<file path="src/rtl/alu_pkg.sv">
// Shared definitions for the sequential ALU: op codes, FSM states and shift direction.
// The op code constants are the same values the ALU control decoder produces.
package alu_pkg;

    localparam logic [3:0] ALU_ADD = 4'b0010;
    localparam logic [3:0] ALU_SUB = 4'b0110;
    localparam logic [3:0] ALU_XOR = 4'b0011;
    localparam logic [3:0] ALU_SRL = 4'b0100;
    localparam logic [3:0] ALU_SLL = 4'b0101;

    typedef enum logic [1:0] {
        IDLE  = 2'd0,
        SHIFT = 2'd1,
        DONE  = 2'd2
    } state_t;

    typedef enum logic {
        SHIFT_LEFT  = 1'b0,
        SHIFT_RIGHT = 1'b1
    } shift_dir_t;

    function automatic logic is_shift(input logic [3:0] op);
        return (op == ALU_SRL) || (op == ALU_SLL);
    endfunction

    function automatic logic is_supported(input logic [3:0] op);
        return (op == ALU_ADD) || (op == ALU_SUB) || (op == ALU_XOR) || is_shift(op);
    endfunction

    // Single-cycle ops; anything unsupported yields zero.
    function automatic logic [31:0] alu_comb(input logic [3:0] op,
                                             input logic [31:0] a,
                                             input logic [31:0] b);
        logic [31:0] r;
        case (op)
            ALU_ADD: r = a + b;
            ALU_SUB: r = a - b;
            ALU_XOR: r = a ^ b;
            default: r = 32'd0;
        endcase
        return r;
    endfunction

endpackage

</file>
<file path="src/rtl/alu_seq_if.sv">
// Request/response bundle of the sequential ALU.
// The err signal exists only when ALU_ERR_EN is defined.
interface alu_seq_if;
    logic        start;
    logic [3:0]  aluCtrl;
    logic [31:0] srcA;
    logic [31:0] srcB;
    logic        busy;
    logic        done;
    logic [31:0] result;
    logic        zero;
`ifdef ALU_ERR_EN
    logic        err;
`endif

    modport master (
        output start, aluCtrl, srcA, srcB,
        input  busy, done, result, zero
`ifdef ALU_ERR_EN
        , input err
`endif
    );

    modport slave (
        input  start, aluCtrl, srcA, srcB,
        output busy, done, result, zero
`ifdef ALU_ERR_EN
        , output err
`endif
    );
endinterface

</file>
<file path="src/rtl/alu_shifter.sv">
// Iterative one-bit-per-cycle shifter: holds operand, remaining count and direction.
// data_next is the operand shifted once more; last flags the final step.
module alu_shifter
    import alu_pkg::*;
(
    input  logic        clk,
    input  logic        rst_n,
    input  logic        load,
    input  logic        step,
    input  shift_dir_t  dir,
    input  logic [31:0] load_data,
    input  logic [4:0]  load_amt,
    output logic [31:0] data_next,
    output logic        last
);

    logic [31:0] data_reg;
    logic [4:0]  cnt_reg;
    shift_dir_t  dir_reg;
    logic [31:0] shl;
    logic [31:0] shr;

    // Zero fill enters at bit 0 for left shifts and at bit 31 for right shifts.
    generate
        for (genvar gi = 0; gi < 32; gi++) begin : g_bits
            if (gi == 0) begin : g_lsb
                assign shl[gi] = 1'b0;
            end else begin : g_shl
                assign shl[gi] = data_reg[gi-1];
            end
            if (gi == 31) begin : g_msb
                assign shr[gi] = 1'b0;
            end else begin : g_shr
                assign shr[gi] = data_reg[gi+1];
            end
        end
    endgenerate

    assign data_next = (dir_reg == SHIFT_RIGHT) ? shr : shl;
    assign last      = (cnt_reg == 5'd1);

    always_ff @(posedge clk or negedge rst_n) begin
        if (!rst_n) begin
            data_reg <= 32'd0;
            cnt_reg  <= 5'd0;
            dir_reg  <= SHIFT_LEFT;
        end else if (load) begin
            data_reg <= load_data;
            cnt_reg  <= load_amt;
            dir_reg  <= dir;
        end else if (step && (cnt_reg != 5'd0)) begin
            data_reg <= data_next;
            cnt_reg  <= cnt_reg - 5'd1;
        end
    end

endmodule

</file>
<file path="src/rtl/alu_seq.sv">
// Sequential ALU top: IDLE/SHIFT/DONE control, single-cycle add/sub/xor, output registers.
// Define ALU_ERR_EN to add the err flag for unsupported op codes.
module alu_seq
    import alu_pkg::*;
(
    input  logic      clk,
    input  logic      rst_n,
    alu_seq_if.slave  bus
);

    state_t      state_reg, state_next;
    logic [31:0] result_reg, result_next;
    logic        zero_reg, zero_next;
    logic        err_reg, err_next;
    logic        update;
    logic        sh_load;
    logic        sh_last;
    logic [31:0] sh_data_next;
    shift_dir_t  sh_dir;

    assign sh_dir = (bus.aluCtrl == ALU_SRL) ? SHIFT_RIGHT : SHIFT_LEFT;

    alu_shifter u_shifter (
        .clk       (clk),
        .rst_n     (rst_n),
        .load      (sh_load),
        .step      (state_reg == SHIFT),
        .dir       (sh_dir),
        .load_data (bus.srcA),
        .load_amt  (bus.srcB[4:0]),
        .data_next (sh_data_next),
        .last      (sh_last)
    );

    always_comb begin
        state_next  = state_reg;
        result_next = result_reg;
        err_next    = err_reg;
        update      = 1'b0;
        sh_load     = 1'b0;
        case (state_reg)
            IDLE, DONE: begin
                state_next = IDLE;
                if (bus.start) begin
                    if (is_shift(bus.aluCtrl) && (bus.srcB[4:0] != 5'd0)) begin
                        sh_load    = 1'b1;
                        state_next = SHIFT;
                    end else begin
                        // Zero-amount shifts pass srcA straight through.
                        state_next  = DONE;
                        update      = 1'b1;
                        result_next = is_shift(bus.aluCtrl) ? bus.srcA
                                    : alu_comb(bus.aluCtrl, bus.srcA, bus.srcB);
                        err_next    = !is_supported(bus.aluCtrl);
                    end
                end
            end
            SHIFT: begin
                if (sh_last) begin
                    state_next  = DONE;
                    update      = 1'b1;
                    result_next = sh_data_next;
                    err_next    = 1'b0;
                end
            end
            default: state_next = IDLE;
        endcase
        zero_next = update ? (result_next == 32'd0) : zero_reg;
    end

    always_ff @(posedge clk or negedge rst_n) begin
        if (!rst_n) begin
            state_reg  <= IDLE;
            result_reg <= 32'd0;
            zero_reg   <= 1'b0;
            err_reg    <= 1'b0;
        end else begin
            state_reg  <= state_next;
            result_reg <= result_next;
            zero_reg   <= zero_next;
            err_reg    <= err_next;
        end
    end

    assign bus.busy   = (state_reg == SHIFT);
    assign bus.done   = (state_reg == DONE);
    assign bus.result = result_reg;
    assign bus.zero   = zero_reg;
`ifdef ALU_ERR_EN
    assign bus.err    = err_reg;
`endif

endmodule

</file>
<file path="src/flat_wrapper.sv">
// flat-port wrapper written by rule: the top's interface ports become plain ports
module alu_seq_flat import alu_pkg::*;
  (clk, rst_n, bus_start, bus_aluCtrl, bus_srcA, bus_srcB, bus_busy, bus_done, bus_result, bus_zero);
  alu_seq_if bus_i ();
  input  logic clk;
  input  logic rst_n;
  input wire logic [$bits(bus_i.start)-1:0] bus_start;
  input wire logic [$bits(bus_i.aluCtrl)-1:0] bus_aluCtrl;
  input wire logic [$bits(bus_i.srcA)-1:0] bus_srcA;
  input wire logic [$bits(bus_i.srcB)-1:0] bus_srcB;
  output wire logic [$bits(bus_i.busy)-1:0] bus_busy;
  output wire logic [$bits(bus_i.done)-1:0] bus_done;
  output wire logic [$bits(bus_i.result)-1:0] bus_result;
  output wire logic [$bits(bus_i.zero)-1:0] bus_zero;
  assign bus_i.start = bus_start;
  assign bus_i.aluCtrl = bus_aluCtrl;
  assign bus_i.srcA = bus_srcA;
  assign bus_i.srcB = bus_srcB;
  assign bus_busy = bus_i.busy;
  assign bus_done = bus_i.done;
  assign bus_result = bus_i.result;
  assign bus_zero = bus_i.zero;
  alu_seq u_core (.clk(clk), .rst_n(rst_n), .bus(bus_i));
endmodule
</file>
<file path="config.mk">
export PLATFORM = sky130hd
export DESIGN_NAME = alu_seq_flat
export DESIGN_NICKNAME = d
export VERILOG_FILES = /design/src/rtl/alu_pkg.sv /design/src/rtl/alu_seq_if.sv /design/src/rtl/alu_shifter.sv /design/src/rtl/alu_seq.sv /design/src/flat_wrapper.sv
export SDC_FILE = /design/constraint.sdc
export NUM_CORES = 1
export LEC_CHECK = 0
export BUFFER_PORTS_ARGS = -buffer_cell sky130_fd_sc_hd__buf_2
export CORE_AREA = 2 2 141 143
export DETAILED_ROUTE_END_ITERATION = 8
export DIE_AREA = 0 0 143 145
export GPL_ROUTABILITY_DRIVEN = 0
export SETUP_SLACK_MARGIN = 0.3
export SLEW_MARGIN = 20
export SYNTH_ARGS = -nofsm -noshare
export SYNTH_HDL_FRONTEND = slang
export SYNTH_SLANG_ARGS = --single-unit
</file>
<file path="constraint.sdc">
create_clock -name clk -period 3.5 [get_ports clk]
set_input_delay 0.7 -clock clk [delete_from_list [all_inputs] [get_ports clk]]
set_output_delay 0.7 -clock clk [all_outputs]
set_load 0.01 [all_outputs]
</file>
==> results of run 1 <==
-- path summary, 6_finish.rpt --
| check | from | end | slack, ns | cells after the start |
|---|---|---|---|---|
| worst max-delay path | bus_srcB[6] | u_core.bus.zero | -1.47 | 23 |
| worst min-delay path | rst_n | u_core.bus.result[2] | 0.49 | 1 |
| max in group asynchronous | rst_n | u_core.state_reg[0] | 2.32 | 1 |
| worst min register to register | u_core.u_shifter.data_reg[31] | u_core.u_shifter.data_reg[31] | 0.52 | 1 |
| min in group clk | u_core.u_shifter.data_reg[31] | u_core.u_shifter.data_reg[31] | 0.52 | 1 |
| worst max register to register | u_core.u_shifter.cnt_reg[1] | u_core.bus.zero | -0.43 | 15 |
-- power by group through the flow --
stage	Sequential, mW	Combinational [mW]	Clock (mW)
global route	1.51	3.30	0.943
global placement	1.47	2.61	0
finish	1.48	3.06	0.898
CTS	1.47	2.80	0.902
detailed placement	1.47	2.64	0
floorplan	1.42	1.46	0
-- cells by family (layout without fill, tap and decap cells) --
| family | count (synthesis) | count (layout) | synth area share (%) |
|---|---|---|---|
| AND/OR/NAND/NOR | 334 | 334 | 21.9 |
| XOR/XNOR | 56 | 56 | 6.52 |
| AO/OA/AOI/OAI | 349 | 349 | 31.2 |
| buffers and inverters | 95 | 451 | 4.99 |
| flip-flops | 73 | 73 | 24.3 |
| adder cells (fa/ha/maj) | 36 | 36 | 6.09 |
| multiplexers | 37 | 37 | 4.96 |
-- repair_timing --
item	4_1_cts	5_1_grt
gates resized for setup	83	109
buffers inserted	19	13
pin swaps	64	63
endpoints found under the setup margin	23	26
-- per-layer routing --
layer,global-route usage (%),part of all wire (%),routed length [µm],vias up
li1,-,-,-,4395
met1,46.3,45,14800,4614
met2,41.7,42,13800,526
met3,5.68,9.9,3250,66
met4,9.31,2.9,952,0
met5,0,0,0,-
-- cell usage after synthesis, drive strengths merged, types with 8 or more instances --
master    n  area, µm²
inv      27        101
o21a      9       67.6
clkbuf   54        203
xor2     24        210
a21o     10       75.1
buf      14       71.3
a31oi    13       81.3
nand3    14       70.1
mux2i    35        350
o211ai   20        150
nor2b     9       56.3
dfrtp    73       1830
o21ai    77        385
o31ai    15        113
ha       35        438
a211oi   18        135
nand2b   12       75.1
nor3     36        180
and2      8       52.6
a221o    35        350
a21oi    88        440
nor2    112        423
or4       8       60.1
nand2    79        297
xnor2    32        280
-- through the flow --
stage	hold slack [ns]	instances	total power [mW]	worst slack [ns]	cell area (µm²)
2_1_floorplan	0.404	980	2.88	-1.44	7840
3_3_place_gp	0.504	1554	4.08	-1.71	10400
3_5_place_dp	0.507	1554	4.11	-1.80	10400
4_1_cts	0.520	1588	5.17	-1.18	11200
5_1_grt	0.548	1601	5.75	-1.60	11800
6_report	0.489	1601	5.44	-1.47	11800
-- final cells by class --
cell class	instances	area, µm²
Timing Repair Buffer	409	2940
Sequential cell	73	1830
Clock inverter	3	42.5
Multi-Input combinational cell	812	6330
Clock buffer	12	236
Tap cell	265	332
Inverter	27	104
Fill cell	1631	7390
==> results.toml, run 1 <==
[run_status]
status = "complete, but fails checks"
violations = "negative setup slack"

[logic_synthesis]
avgSynthCellArea_um2 = 7.67
syn_nets = 1087
synth-main-ff-cell = "dfrtp_1"
async_flop_share_pct = 100
ys_seq_area_share_pct = 24.3
syn-cell-area_um2 = 7520
synthesis.instances = 980
ys_ff_latch = 73
synth_edf_count = 0
ys.warnings.count = 0
ys_types = 74

[timing]
drv_slew = 0
slew-limit-headroom_pct = 36.2
skew_ns = 0.00855
period_needed_ns = 4.97
fin_crit_sh_pct = 142
fin_tns_setup_ns = -10.17
hold_viol = 0
tightest_slew_ns = 0.957
setup_ws_ns = -1.47
fmax_mhz = 201
setup_viol = 20
rsz0062_at_grt = "yes"

[clock_tree]
clk_pin_slew_ns = 0.06
cts_buffers = 9
cts.sinks = 73
tritoncts = "built"
clk_latency_ns = 0.34
cts_max_path_buffers = 2
htree_levels = 3
cts-root-buf = "clkbuf_16"
hold_buffers = 0

[floorplan]
die_w_um = 143
start_util_pct = 39.2
rows = 51
ios = 106
core-area_um2 = 19200
dieArea_um2 = 20700
die_h_um = 145

[worst_setup_path]
slowest_delay_ns = 0.47
critPathMostFrequentCell = "buf_4"
arrival_ns = 5.20
required_ns = 3.72
path_cells = "buf_8 -> nor4_4 -> nand2b_1 -> or4_4 -> or2_4 -> buf_6 -> nor2_4 -> nor2_2 -> xnor2_1 -> ha_1 -> a21oi_2 -> o21ai_2 -> nor3_1 -> o21ai_1 -> buf_4 -> nand3b_1 -> a31oi_1 -> o31a_1 -> o32a_1 -> o21ai_0 -> nor4_2 -> buf_4 -> a32o_1"
path_max_fanout = 4
cp_top_family = "simple AND/OR/NAND/NOR gates"
critPathKind = "primary input to register"
cpMaxStageDelayCell = "or4_4"
cp-start-kind = "primary input"
path_buf_inv = 4
critPathCaptureType = "register"

[power_and_ir_drop]
internal_power_mw = 3.19
p_switching_mw = 2.25
sequentialPowerShare_pct = 27.2
cellPowerDensity_nw_per_um2 = 460
p_leak_nw = 5.32
ir_worst_vdd_uv = 259
clockPowerShare_pct = 16.5
combinationalPowerShare_pct = 56.3
p_sw_share_pct = 41.4

[global_route]
grt_max_degree = 74
grt-ovfl-total = 0
grt_pass1_vias = 8767
grt_antenna_before_repair = 0
grt_pass1_wl_um = 48800
grt_usage_pct = 30.0

[drt]
routed_wl_um = 32900
vias_per_cell = 6.00
drc = 0
dr.pass1.iters = 7
vias = 9601
drt_iter0_markers = 1034
drtAntennaViolNets = 0
routedWlPerCell_um = 20.5

[cells_and_area]
final_nets = 1439
final_common_cell = "buf_4"
post-route-util_pct = 61.5
drive_above_1_share_pct = 44.7
layout_common_cells = "buf_4, buf_2, nor2_1"
syn_to_final_growth_pct = 57.1
antenna_cells = 0

[run]
maxCapViolCount = 0

[placed_design]
dp_hpwl_um = 24900
io_buffer_count = 105

[hold_path]
hp-class = "primary input to async pin"
Power figures use the tool's default switching activity.
==> inputs of run 2 (changes only) <==
--- a/config.mk
+++ b/config.mk
@@ -13,2 +13,3 @@
 export SETUP_SLACK_MARGIN = 0.3
+export SKIP_LAST_GASP = 1
 export SLEW_MARGIN = 20
==> constraint.sdc (replaced) <==
create_clock -name clk -period 3.5 [get_ports clk]
set_input_delay 0.175 -clock clk [delete_from_list [all_inputs] [get_ports clk]]
set_output_delay 0.175 -clock clk [all_outputs]
set_load 0.01 [all_outputs]
==> run 2 against run 1 <==
The run ends with negative hold slack, negative setup slack left; core utilization shrank 1.7 points; sequential power is essentially flat; clock power grew 11%; non-clock buffer count shrank 18; routed wire length shrank 2.5%; first-iteration DRC count grew 2.0%; clock-buffer cell count grew 1; hold slack lost 0.51 ns; register-to-register slack gained 0.07 ns; die area is the same; via count shrank 1.9%; setup slack gained 0.66 ns; largest cell class unchanged.
==> results.toml, run 2 (synthesis results as in run 1) <==
[drt]
routedWlPerCell_um = 20.2
drc = 0
dr.pass1.iters = 6
vias_per_cell = 5.94
drtAntennaViolNets = 0
vias = 9415
routed_wl_um = 32000
drt_iter0_markers = 1055

[power_and_ir_drop]
sequentialPowerShare_pct = 27.2
p_leak_nw = 5.20
finalPower_mw = 5.40
cellPowerDensity_nw_per_um2 = 470
p_sw_share_pct = 40.9
ir_worst_vdd_uv = 266
p_switching_mw = 2.21
combinationalPowerShare_pct = 54.4
clockPowerShare_pct = 18.4
internal_power_mw = 3.19

[global_route]
grt_max_degree = 74
grt_usage_pct = 29.4
grt_antenna_before_repair = 0
grt_pass1_vias = 8460
grt_pass1_wl_um = 47600
grt-ovfl-total = 0

[worst_setup_path]
regToRegEndpoint = "u_core.bus.zero"
critPathCaptureType = "register"
worstRegToRegCells = 14
rrSetupSlack_ns = -0.36
arrival_ns = 4.59
required_ns = 3.78
path_max_fanout = 5
critPathKind = "primary input to register"
cp-start-kind = "primary input"
rr_startpoint = "u_core.u_shifter.cnt_reg[1]"

[clock_tree]
hold_buffers = 0
tritoncts = "built"
cts-root-buf = "clkbuf_16"
clk_latency_ns = 0.34
htree_levels = 3
cts_buffers = 9
clk_pin_slew_ns = 0.06
cts_max_path_buffers = 2
cts.sinks = 73

[cells_and_area]
drive_above_1_share_pct = 41.1
regArea_um2 = 1830
syn_to_final_growth_pct = 52.7
antenna_cells = 0
multi_input_area_um2 = 6120
n_fill_cell = 1687
final_common_cell = "buf_4"
layout_common_cells = "buf_4, nor2_1, buf_2"
final_nets = 1421

[timing]
tightest_slew_ns = 0.954
setup_ws_ns = -0.817
hold_viol = 6
drv_slew = 0
fmax_mhz = 232
period_needed_ns = 4.32
skew_ns = 0.00566
fin_crit_sh_pct = 123
rsz0062_at_grt = "yes"
whs_ns = -0.0254
slew-limit-headroom_pct = 36.4
fin_tns_setup_ns = -3.69
setup_viol = 9

[run_status]
violations = "negative hold slack, negative setup slack"
status = "complete, but fails checks"

[floorplan]
dieArea_um2 = 20700
ios = 106
core-area_um2 = 19200
rows = 51
start_util_pct = 39.2
die_w_um = 143
die_h_um = 145

[hold_path]
hp-class = "primary input to async pin"

[run]
maxCapViolCount = 0

[placed_design]
io_buffer_count = 105
dp_hpwl_um = 24200
run 2: critical path, cell delays in order:
cell and delay (ns):
buf_8 0.11, nor4_4 0.28, nand2b_1 0.10, or4_4 0.46, or2_4 0.33, o31ai_4 0.20, xor2_1 0.09, ha_1 0.38
nand2_2 0.14, or4_4 0.52, a211oi_4 0.20, buf_4 0.15, o21ai_1 0.07, nand3_2 0.09, a22o_1 0.20, o311ai_2 0.15
or4_4 0.52, nor4_4 0.24, a32o_1 0.20
run 2: routing by layer:
layer	part of all wire, %	global-route usage (%)	routed length, µm
met4	3.1	9.60	991
met5	0	0	0
met3	9.2	5.12	2950
met1	44	44.1	14300
met2	43	42.4	13800
run 2: how the worst max path moves through the flow:
stage                               from              end  slack [ns]  cells after the start
final                        bus_srcB[3]  u_core.bus.zero       -0.82                     19
after global routing        bus_srcB[14]  u_core.bus.zero       -0.95                     21
after CTS                   bus_srcB[14]  u_core.bus.zero       -0.74                     19
after global placement      bus_srcB[14]  u_core.bus.zero       -1.12                     20
after floorplan           bus_aluCtrl[3]  u_core.bus.zero       -0.92                     20
after detailed placement     bus_srcB[4]  u_core.bus.zero       -1.22                     19
run 2: cell type report:
type / count / share of cell area [%]
multi-input combinational: 812 / 53.3
clock buffer: 13 / 2.44
clock inverter: 3 / 0.403
tap: 265 / 2.89
inverter: 27 / 0.882
timing repair buffer: 391 / 24.2
sequential: 73 / 15.9
run 2: power by group through the flow:
stage / clock [mW] / sequential [mW] / combinational, mW
after detailed placement: 0 / 1.46 / 2.55
final: 0.996 / 1.47 / 2.94
after CTS: 0.997 / 1.45 / 2.65
after global routing: 1.04 / 1.50 / 3.17
after floorplan: 0 / 1.42 / 1.44
after global placement: 0 / 1.46 / 2.52
run 2: metrics by stage:
step	worst slack (ns)	hold slack (ns)	std cells	utilization, %	area (µm²)
final	-0.817	-0.0254	1584	59.8	11500
after global routing	-0.950	0.0534	1584	59.8	11500
after detailed placement	-1.22	0.375	1524	52.6	10100
after CTS	-0.740	0.0192	1554	55.9	10700
after floorplan	-0.917	-0.121	980	-	7760
after global placement	-1.12	0.375	1524	52.6	10100
run 2: timing repair:
action / in CTS / in global routing
pin swaps: 35 / 76
resized for setup: 48 / 115
endpoints found under the hold margin: 0 / 0
setup buffers: 14 / 30
setup endpoints to repair: 15 / 19
